`src/rtl/reconf_fir_seq_pkg.sv`:
```
// Shared types and helpers for the self-sequenced reconfigurable FIR filter.
package reconf_fir_seq_pkg;

    // Sequencer states: wait for a strobe, walk the taps, flush the pipe, publish.
    typedef enum logic [1:0] {
        ST_IDLE  = 2'd0,
        ST_RUN   = 2'd1,
        ST_DRAIN = 2'd2,
        ST_DONE  = 2'd3
    } fir_state_e;

    // Accumulator width: full product plus enough guard bits for NTAP terms.
    function automatic int acc_width(input int din_w, input int coef_w, input int ntap);
        return din_w + coef_w + $clog2(ntap);
    endfunction

    // Clamp a signed value into the out_w-bit two's complement range.
    function automatic longint sat_clamp(input longint v, input int out_w);
        longint hi;
        longint lo;
        hi = (longint'(1) <<< (out_w - 1)) - 1;
        lo = -hi - 1;
        if (v > hi) return hi;
        if (v < lo) return lo;
        return v;
    endfunction

    // High when sat_clamp would alter the value.
    function automatic logic sat_hit(input longint v, input int out_w);
        longint hi;
        longint lo;
        hi = (longint'(1) <<< (out_w - 1)) - 1;
        lo = -hi - 1;
        return (v > hi) || (v < lo);
    endfunction

endpackage

```
`src/rtl/reconf_fir_seq_coef_ram.sv`:
```
// Coefficient store: NTAP words, synchronous write, combinational read,
// asynchronous clear. Addresses at or beyond NTAP are ignored on write and
// read back as zero.
module fir_coef_ram #(
    parameter int NTAP   = 10,
    parameter int COEF_W = 16,
    parameter int ADDR_W = 6
) (
    input  logic              clk_i,
    input  logic              rst_i,
    input  logic              we_i,
    input  logic [ADDR_W-1:0] waddr_i,
    input  logic [COEF_W-1:0] wdata_i,
    input  logic [ADDR_W-1:0] raddr_i,
    output logic [COEF_W-1:0] rdata_o
);

    logic [COEF_W-1:0] mem_q [NTAP];

    // Clear every word on reset; otherwise write the addressed word when enabled.
    always_ff @(posedge clk_i or posedge rst_i) begin
        if (rst_i) begin
            for (int i = 0; i < NTAP; i++) mem_q[i] <= '0;
        end else if (we_i) begin
            for (int i = 0; i < NTAP; i++)
                if (waddr_i == ADDR_W'(i)) mem_q[i] <= wdata_i;
        end
    end

    // Decode the read address; out-of-range reads return zero.
    always_comb begin
        rdata_o = '0;
        for (int i = 0; i < NTAP; i++)
            if (raddr_i == ADDR_W'(i)) rdata_o = mem_q[i];
    end

endmodule

```
`src/rtl/reconf_fir_seq.sv`:
```
// Self-sequenced reconfigurable FIR: each accepted sample strobe launches a
// tap-serial multiply-accumulate through a three-stage pipeline, then the
// result is shifted, saturated and published with a one-cycle valid pulse.
module reconf_fir_seq
    import reconf_fir_seq_pkg::*;
#(
    parameter int NTAP      = 10,
    parameter int DIN_W     = 3,
    parameter int COEF_W    = 16,
    parameter int OUT_W     = 16,
    parameter int OUT_SHIFT = 0,
    parameter int ADDR_W    = 6
) (
    input  logic              iClk12M,
    input  logic              iRst,
    input  logic              iEnSample600k,
    input  logic [DIN_W-1:0]  iFirIn,
    input  logic              iCoeffUpdateFlag,
    input  logic              iCsnRam,
    input  logic              iWrnRam,
    input  logic [ADDR_W-1:0] iAddrRam,
    input  logic [COEF_W-1:0] iWtDtRam,
    output logic [OUT_W-1:0]  oFirOut,
    output logic              oValid,
    output logic              oBusy,
    output logic              oSat,
    output logic              oOverrun
);

    localparam int ACC_W  = acc_width(DIN_W, COEF_W, NTAP);
    localparam int PROD_W = DIN_W + COEF_W;
    localparam int TAP_W  = $clog2(NTAP);

    fir_state_e          state_q, state_d;
    logic [TAP_W-1:0]    tap_q, tap_d;
    logic                drain_q, drain_d;
    logic                start;

    logic signed [DIN_W-1:0]  x_q [NTAP];
    logic signed [DIN_W-1:0]  x_sel;
    logic [COEF_W-1:0]        coef_rd;

    logic                     vld_p1, vld_p2;
    logic signed [COEF_W-1:0] coef_p1;
    logic signed [DIN_W-1:0]  x_p1;
    logic signed [PROD_W-1:0] prod_p2;
    logic signed [ACC_W-1:0]  acc_p3;
    logic signed [ACC_W-1:0]  acc_sh;

    assign start  = iEnSample600k && !iCoeffUpdateFlag && (state_q == ST_IDLE);
    assign oBusy  = (state_q != ST_IDLE);
    assign acc_sh = acc_p3 >>> OUT_SHIFT;

    fir_coef_ram #(
        .NTAP   (NTAP),
        .COEF_W (COEF_W),
        .ADDR_W (ADDR_W)
    ) u_coef_ram (
        .clk_i   (iClk12M),
        .rst_i   (iRst),
        .we_i    (iCoeffUpdateFlag && !iCsnRam && !iWrnRam),
        .waddr_i (iAddrRam),
        .wdata_i (iWtDtRam),
        .raddr_i (ADDR_W'(tap_q)),
        .rdata_o (coef_rd)
    );

    // Shift a new sample in only when the sequencer is idle; busy strobes are dropped.
    always_ff @(posedge iClk12M or posedge iRst) begin
        if (iRst) begin
            for (int i = 0; i < NTAP; i++) x_q[i] <= '0;
        end else if (iEnSample600k && state_q == ST_IDLE) begin
            x_q[0] <= $signed(iFirIn);
            for (int i = 1; i < NTAP; i++) x_q[i] <= x_q[i-1];
        end
    end

    // Select the delay-line tap that pairs with the coefficient being read.
    always_comb begin
        x_sel = '0;
        for (int i = 0; i < NTAP; i++)
            if (tap_q == TAP_W'(i)) x_sel = x_q[i];
    end

    // Sequencer state register.
    always_ff @(posedge iClk12M or posedge iRst) begin
        if (iRst) begin
            state_q <= ST_IDLE;
            tap_q   <= '0;
            drain_q <= 1'b0;
        end else begin
            state_q <= state_d;
            tap_q   <= tap_d;
            drain_q <= drain_d;
        end
    end

    // Next-state logic: RUN walks taps 0..NTAP-1, DRAIN waits out the two pipe stages.
    always_comb begin
        state_d = state_q;
        tap_d   = tap_q;
        drain_d = drain_q;
        case (state_q)
            ST_IDLE: begin
                if (start) begin
                    state_d = ST_RUN;
                    tap_d   = '0;
                end
            end
            ST_RUN: begin
                if (tap_q == TAP_W'(NTAP - 1)) begin
                    state_d = ST_DRAIN;
                    drain_d = 1'b0;
                end else begin
                    tap_d = tap_q + 1'b1;
                end
            end
            ST_DRAIN: begin
                if (drain_q) state_d = ST_DONE;
                else         drain_d = 1'b1;
            end
            ST_DONE: state_d = ST_IDLE;
            default: state_d = ST_IDLE;
        endcase
    end

    // Pipeline valids and output control flags.
    always_ff @(posedge iClk12M or posedge iRst) begin
        if (iRst) begin
            vld_p1   <= 1'b0;
            vld_p2   <= 1'b0;
            oValid   <= 1'b0;
            oFirOut  <= '0;
            oSat     <= 1'b0;
            oOverrun <= 1'b0;
        end else begin
            vld_p1 <= (state_q == ST_RUN);
            vld_p2 <= vld_p1;
            oValid <= (state_q == ST_DONE);
            if (state_q == ST_DONE) begin
                oFirOut <= OUT_W'(sat_clamp(longint'(acc_sh), OUT_W));
                oSat    <= sat_hit(longint'(acc_sh), OUT_W);
            end
            if (iEnSample600k && state_q != ST_IDLE) oOverrun <= 1'b1;
        end
    end

    // MAC datapath; no reset needed since the accumulator clears on every run start.
    always_ff @(posedge iClk12M) begin
        // stage 1: operand capture
        coef_p1 <= $signed(coef_rd);
        x_p1    <= x_sel;
        // stage 2: product
        prod_p2 <= PROD_W'(x_p1) * PROD_W'(coef_p1);
        // stage 3: accumulate
        if (start)       acc_p3 <= '0;
        else if (vld_p2) acc_p3 <= acc_p3 + ACC_W'(prod_p2);
    end

endmodule

```
`config.mk`:
```
export PLATFORM = sky130hd
export DESIGN_NAME = reconf_fir_seq
export DESIGN_NICKNAME = d
export VERILOG_FILES = /design/src/rtl/reconf_fir_seq_pkg.sv /design/src/rtl/reconf_fir_seq_coef_ram.sv /design/src/rtl/reconf_fir_seq.sv
export SDC_FILE = /design/constraint.sdc
export NUM_CORES = 1
export LEC_CHECK = 0
export CELL_PAD_IN_SITES_DETAIL_PLACEMENT = 0
export CELL_PAD_IN_SITES_GLOBAL_PLACEMENT = 2
export CORE_MARGIN = 10
export CORE_UTILIZATION = 46
export DETAILED_ROUTE_END_ITERATION = 7
export PLACE_DENSITY = 0.95
export SYNTH_ARGS = -nofsm -noshare
export SYNTH_HDL_FRONTEND = slang
export SYNTH_HIERARCHICAL = 1
export SYNTH_SLANG_ARGS = --single-unit
```
`constraint.sdc`:
```
create_clock -name iClk12M -period 14.69 [get_ports iClk12M]
set_input_delay 1.469 -clock iClk12M [delete_from_list [all_inputs] [get_ports iClk12M]]
set_output_delay 1.469 -clock iClk12M [all_outputs]
set_load 0.005 [all_outputs]
```
# == Word-level counts from Yosys, hierarchy flattened ==
# Index checks and enable logic that the tools add are counted.
# classes
n_mul,1
magnitude_cmp,2
n_reduce_logical,30
n_addsub,2
muxes,38
n_eq_ne,25
# ops
cell,count
$mux 16,13
$mux 3,10
$eq 6x3->1 const B,4
$add 23x19->23,1
$gt 23x16->1 const B,1
$lt 23x16->1 const B,1
$reduce_and 2->1,11
$mul 3x16->19,1
$eq 4x3->1 const B,4
$mux 15,1
$eq 6x2->1 const B,2
$eq 6x4->1 const B,2
$logic_not 6->1,2
$eq 4x2->1 const B,2
$eq 4x4->1 const B,2
$mux 4,2
$pmux 2 s4,1
$pmux 4 s2,1
$eq 6x1->1 const B,1
$logic_and 1x1->1,6
$mux 1,6
$mux 2,3
$ne 2x2->1 const B,3
$reduce_and 3->1,2
other kinds (11),16
# totals
ff_bits,279
output_inout_bits,20

# == Logic depth before layout (Yosys ltp) ==
# Gate-level depths: netlist of run 1.
# logic_depth
word_depth,11
depth_mapped,15
depth_no_buf,14

# == Hierarchy ==
# The synthesis of run 1 kept the hierarchy.
# modules_own_cells
module,n_inst,area_each_um2,cells_each,seq_area_each_um2
fir_coef_ram,1,7568.5,544,4003.8
reconf_fir_seq,1,6739.0,690,2672.6

# == Least setup slack after synthesis of run 1 ==
# No wires, ideal clock.
# synth_timing
path_type,reg-to-reg
startpoint,reg x_p1[1]
endpoint,reg prod_p2[17]
n_path_buf,1
path_slack_ps,11286
setup_ps,72
t_required_ps,14618
period_less_slack_ps,3404
path_stages_with_launch,16
arrival_ps,3332
cell_sequence,dfxtp_1 -> clkbuf_1 -> nand2_1 -> fa_1 -> inv_1 -> fa_1 -> ha_1 -> fa_1 -> a21oi_1 -> o21bai_1 -> a21oi_1 -> o21ai_0 -> a211oi_1 -> o21bai_1 -> a21oi_1 -> xnor2_1
# synth_between
elab_chain_len,1
# synth_lines
item,line_no,source
start: declaration,reconf_fir_seq.sv:45,logic signed [DIN_W-1:0] x_p1;
start signal: assignment,reconf_fir_seq.sv:152,x_p1 <= x_sel;
$mul 3x16->19,reconf_fir_seq.sv:154,prod_p2 <= PROD_W'(x_p1) * PROD_W'(coef_p1);
end signal: assignment,reconf_fir_seq.sv:154,
end: declaration,reconf_fir_seq.sv:46,logic signed [PROD_W-1:0] prod_p2;
# No other way between the ends.
# A chain may end at the register's enable or synchronous reset.

# == Worst setup path in the final report of run 1 ==
# layout_timing
startpoint,reg x_p1[2]
endpoint,reg prod_p2[16]
# Same word-level chain as after synthesis.

==> results.md, run 1 <==
* Sw frac at 35.3%
* Commonest non-fill, non-tap cells in the layout: dfrtp_1 (217), mux2_2 (206), nor2_1 (76), nand2_1 (63), ha_1 (62)
* Post-DP HPWL at 21.3 mm
* Syn avg cell area at 11.6 µm²
* Worst clock skew at 15.2 ps
* Initial DRC Count at 446
* Distinct cells, synth at 76
* Hold_ws at 351 ps
* Worst Path Max Fanout at 12
* Routed len/inst at 18.7 µm
* Crit-path slowest cell: dfxtp_1
* Fmax at 256 MHz
* Routability cong. at 0.805
* Core area at 30,700 µm²
* Die Width at 196 µm
* Max Cap Viol at 0
* Clk root buf: clkbuf_16
* Nets at 1,385
* Site Rows at 64
* Clk pin slew, worst setup/hold paths at 60 ps
* Status: finished, final reports clean
* Skew-Pair Late Insertion Delay at 560 ps
* Multi-input combinational cell area at 7210 µm²
* Clock Power Share at 25.8%
* Setup Total Neg Slack at 0 ps
* Top cells by area, synth: dfrtp_1 (38%), mux2_2 (16%), dfxtp_1 (8.5%)
* Commonest non-fill, non-tap cell in the layout: dfrtp_1
* 1st-pass router iterations at 6
* RSZ-0062 raised after global routing: no
* Static leakage at 7.53 nW
* Slew HR at 14.8%
* Detailed Route WL at 31.7 mm
* Fin area at 16,200 µm²
* CP arrival at 4360 ps
* DIE HEIGHT at 196 µm
* Postcts setup bufs at 0
* Number of synthesized flops with an enable pin at 0
* Sequential share of the synthesized area at 46.7%
* Pin count of the biggest net entering global routing at 107
* Yosys reg bits at 279
* Number of port buffers at 50
* Area growth, synth to finish at 13.2%
* Async SR Flop Fraction at 78.1%
* CP peak stage delay at 540 ps
* Flop pwr share at 36.1%
* Gate power share at 38.1%
* Post-CTS resize count at 0
* H-tree depth at 1
* I/O pin total at 51
* Worst path required time at 15,140 ps
* Initial antenna violation count at 1
* Design Power at 2.99 mW
* Switching power at 1.06 mW
* Final period util at 26.6%
* Area after DPL at 15,200 µm²
* Initial Utilization at 46.7%
* DRC at 0
* Minimum clock period after layout at 3910 ps
* Synth Cell Area at 14,300 µm²
* Worst slew pin tran at 1280 ps
* Reg area at 6680 µm²
* Vias/cell at 5.61
* Top Family by Delay on Critical Path: compound AO/OA/AOI/OAI gates
* Post-synth top area cell: dfrtp_1
* Clock Tree Buf Depth at 3
* Post-Synthesis Cells at 1,234
* Fin. Hold Viols at 0
* Grt ovf at 0
* Max Transition Viols Final at 0
* Antenna-violating nets left at 0
* Worst hold-check path type: flip-flop to flip-flop
* Share of layout cells above drive strength 1 at 22.9%
* Die area at 38,600 µm²
* Cell chain of the critical path: inv_1 > nor2_1 > fa_1 > ha_1 > ha_1 > a21o_1 > a21oi_1 > o21bai_1 > a21oi_1 > o31ai_1 > or2_1 > a221o_1 > xor2_1
* Vias post-DR at 9,498
* Filler Cell Count at 2,674
* Crit end category: flip-flop
* Clk sink count at 279
* CTS tree: built
* Worst Setup Path Type: flip-flop to flip-flop
* Total power per unit cell area at 185 nW/µm²
* CP Buf/Inv Count at 1
* Most used DFF post-synth: dfrtp_1
* Final Setup Violations at 0
* Int Pwr at 1.94 mW
* First-pass GRT wire length at 52.0 mm
* Share of the synthesized area in the top cell type at 38.1%
* Total Routing Usage GR at 16.2%
* Hold Buf Count CTS at 0
* Vias in the first global route at 9,875
* Num CTS Buffers at 29
* Worst vdd ir at 0.0972 mV
* Synth warn at 6
* Critical Path Start Type: flip-flop
[cell type report]
class,count,area share (%)
diodes,1,0.0155
clock buffers,44,5.01
clock inverters,10,1.17
inverters,47,1.12
multi-input cells,851,44.6
flip-flops and latches,279,41.2
well taps,396,3.06
repair buffers,66,3.83
[cell usage after synthesis, types with 14 or more instances]
| cell | number |
|---|---|
| dfrtp_1 | 218 |
| mux2_2 | 206 |
| nor2_1 | 76 |
| nand2_1 | 63 |
| ha_1 | 62 |
| dfxtp_1 | 61 |
| a21oi_1 | 58 |
| inv_1 | 47 |
| clkbuf_1 | 35 |
| o21ai_0 | 33 |
| mux2i_1 | 30 |
| o22ai_1 | 29 |
| and2_1 | 26 |
| buf_1 | 22 |
| xnor2_1 | 22 |
| fa_1 | 18 |
| xor2_1 | 14 |
[final timing paths]
check                        start  cells past startpoint                   end  slack (ps)
max reg2reg                x_p1[2]                     13           prod_p2[16]       10780
min in group asynchronous     iRst                      3               x_q[28]        1550
min                         vld_p1                      0                vld_p2         350
max in group asynchronous     iRst                      3  u_coef_ram/mem_q[22]       11830
min reg2reg                 vld_p1                      0                vld_p2         350
max                        x_p1[2]                     13           prod_p2[16]       10780
[state kept, by name, indices dropped and copies added, names as in the netlist]
signal	cells
tap_q	4
oValid	1
oOverrun	1
x_q	30
acc_p3	23
x_p1	3
vld_p2	1
coef_p1	16
state_q	2
oFirOut	16
u_coef_ram/mem_q	160
drain_q	1
vld_p1	1
oSat	1
prod_p2	19
[power groups by stage]
stage          Clock, mW  Combinational, mW  Sequential [mW]
2_1_floorplan          0              0.912             1.03
3_3_place_gp           0               1.13             1.09
3_5_place_dp           0               1.14             1.09
4_1_cts            0.792               1.15             1.08
5_1_grt            0.822               1.29             1.10
6_report           0.773               1.14             1.08
[stage by stage]
stage,setup slack [ps],util (%),instances
5_1_grt,10480,52.8,1693
6_report,10780,52.8,1694
4_1_cts,10740,52.8,1693
3_5_place_dp,10320,49.5,1639
3_3_place_gp,10420,49.5,1639
2_1_floorplan,8900,-,1247
[kinds of logic after synthesis]
family,count (synthesis),share of synthesized area [%]
AO/OA/AOI/OAI,223,10.6
XOR/XNOR,36,2.20
adder cells (fa/ha/maj),80,7.94
buffers and inverters,117,3.36
flip-flops,279,46.7
multiplexers,249,20.4
other,1,0.0262
AND/OR/NAND/NOR,249,8.87
[routing by layer]
layer / global-route usage, % / wire length, µm / vias to the layer above
li1: - / - / 4518
met1: 20.8 / 14200 / 4735
met2: 27.6 / 15400 / 187
met3: 2.48 / 1230 / 58
met4: 5.01 / 867 / 0
met5: 0 / 0 / -
(Power assumes the default switching activity.)
==> run 2: changes to the inputs <==
--- a/config.mk
+++ b/config.mk
@@ -8,9 +8,9 @@
 export CELL_PAD_IN_SITES_DETAIL_PLACEMENT = 0
 export CELL_PAD_IN_SITES_GLOBAL_PLACEMENT = 2
 export CORE_MARGIN = 10
-export CORE_UTILIZATION = 46
+export CORE_UTILIZATION = 42
 export DETAILED_ROUTE_END_ITERATION = 7
-export PLACE_DENSITY = 0.95
+export PLACE_DENSITY = 0.9
 export SYNTH_ARGS = -nofsm -noshare
 export SYNTH_HDL_FRONTEND = slang
 export SYNTH_HIERARCHICAL = 1
==> constraint.sdc (replaced) <==
create_clock -name iClk12M -period 4.1 [get_ports iClk12M]
set_input_delay 0.41 -clock iClk12M [delete_from_list [all_inputs] [get_ports iClk12M]]
set_output_delay 0.41 -clock iClk12M [all_outputs]
set_load 0.005 [all_outputs]
==> run 2 against run 1 <==
Register-to-register slack lost 10000 ps. Largest cell class unchanged. Worst setup slack lost 10000 ps. Critical endpoint is now prod_p2[17]. Critical path type unchanged. Combinational power grew to 3.6 times the previous value. Highest routed layer unchanged.
==> results.md, run 2 (synthesized netlist as in run 1, its figures left out) <==
* Worst Path Max Fanout at 16
* Biggest register: u_coef_ram/mem_q
* Number of port buffers at 50
* Vias in the first global route at 9,643
* Post-DP HPWL at 22.0 mm
* Skew-Pair Late Insertion Delay at 570 ps
* Worst hold-check path type: input pin to asynchronous set/reset pin
* Num CTS Buffers at 31
* Clk pin slew, worst setup/hold paths at 60 ps
* Pin count of the biggest net entering global routing at 75
* Clk root buf: clkbuf_16
* Commonest non-fill, non-tap cells in the layout: dfrtp_1 (217), mux2_2 (206), nor2_1 (76), nand2_1 (63), ha_1 (62)
* Initial Utilization at 42.7%
* Nets at 1,401
* H-tree depth at 1
* Max reg flops at 160
* Initial antenna violation count at 0
* Crit end category: flip-flop
* First-pass GRT wire length at 51.4 mm
* Area growth, synth to finish at 14.5%
* Final Setup Violations at 0
* Die Width at 205 µm
* Detailed Route WL at 31.8 mm
* Setup Total Neg Slack at 0 ps
* PnR worst setup slack at 346 ps
* Slew HR at 30.2%
* DIE HEIGHT at 205 µm
* Critical Path Source: x_p1[1]
* Worst Setup Path Type: flip-flop to flip-flop
* Vias/cell at 5.33
* CTS tree: built
* Antenna-violating nets left at 0
* Critical Path Start Type: flip-flop
* Setup WS pre-CTS at 340 ps
* Commonest non-fill, non-tap cell in the layout: dfrtp_1
* Minimum clock period after layout at 3750 ps
* Die area at 41,800 µm²
* Total power per unit cell area at 655 nW/µm²
* Clk sink count at 279
* Clock Tree Buf Depth at 3
* Vias post-DR at 9,404
* DRC at 0
* CP arrival at 4250 ps
* Routability cong. at 0.826
* Worst slew pin tran at 1040 ps
* Worst vdd ir at 0.406 mV
* Static leakage at 7.61 nW
* Core area at 33,500 µm²
* Total Routing Usage GR at 15.0%
* Status: finished, final reports clean
* Max Transition Viols Final at 0
* Site Rows at 67
* I/O pin total at 51
* Initial DRC Count at 401
* Area after DPL at 15,400 µm²
* Critical R2R Launch: x_p1[1]
* Worst path required time at 4600 ps
* Postcts setup bufs at 0
* Final period util at 91.6%
* Antenna fix cells at 0
* Fin area at 16,400 µm²
* 1st-pass router iterations at 4
* Worst clock skew at 9.67 ps
* Share of layout cells above drive strength 1 at 23.8%
* Grt ovf at 0
* Fin. Hold Viols at 0
* Routed len/inst at 18.0 µm
* Design Power at 10.7 mW
* Hold Buf Count CTS at 0
* Largest regs: u_coef_ram/mem_q (160), x_q (30), acc_p3 (23)
* RSZ-0062 raised after global routing: no
* Post-CTS resize count at 0
* Max Cap Viol at 0
* Hold_ws at 342 ps
* Fmax at 266 MHz
## run 2: worst paths after layout
check | to | slack [ps] | cells after the start
worst max-delay path | prod_p2[17] | 350 | 14
worst min-delay path | x_q[26] | 340 | 2
worst max register to register | prod_p2[17] | 350 | 14
worst min register to register | vld_p2 | 360 | 0
max in group asynchronous | u_coef_ram/mem_q[152] | 2740 | 3
min in group iClk12M | vld_p2 | 360 | 0
## run 2: metrics by stage
stage | instances | util [%]
final | 1763 | 48.9
after global routing | 1763 | 48.9
after CTS | 1763 | 48.9
after detailed placement | 1705 | 45.9
after global placement | 1705 | 45.9
after floorplan | 1247 | -
## run 2: per-layer routing
metal	vias to the layer above	part of all wire, %	track usage (%)	routed length (µm)
li1	4549	-	-	-
met1	4680	45	19.2	14400
met2	138	49	26.0	15700
met3	37	3.7	2.32	1170
met4	0	1.8	3.68	570
met5	-	0	0	0
## run 2: report_power, final
group	internal (mW)	total (mW)	leakage [nW]	switching, mW
clock	1.62	2.71	0.490	1.09
sequential	3.36	3.86	3.42	0.509
combinational	1.95	4.16	3.70	2.21
total	6.92	10.7	7.61	3.81
## run 2: layout make-up
class	instances	area, µm²
fill	3066	17100
multi-input combinational	851	7210
sequential	279	6680
clock buffer	50	897
timing repair buffer	80	751
tap	448	561
inverter	47	180
clock inverter	8	108
## run 2: critical path, stage by stage (launching register included)
cell and delay [ps]:
dfxtp_1 580, nand2_1 130, fa_1 530, inv_1 60
fa_1 380, ha_1 220, fa_1 420, a21oi_1 160
o21bai_1 100, a21oi_1 180, o21ai_0 230, a211oi_1 260
o21bai_1 100, a21oi_1 190, xnor2_1 130
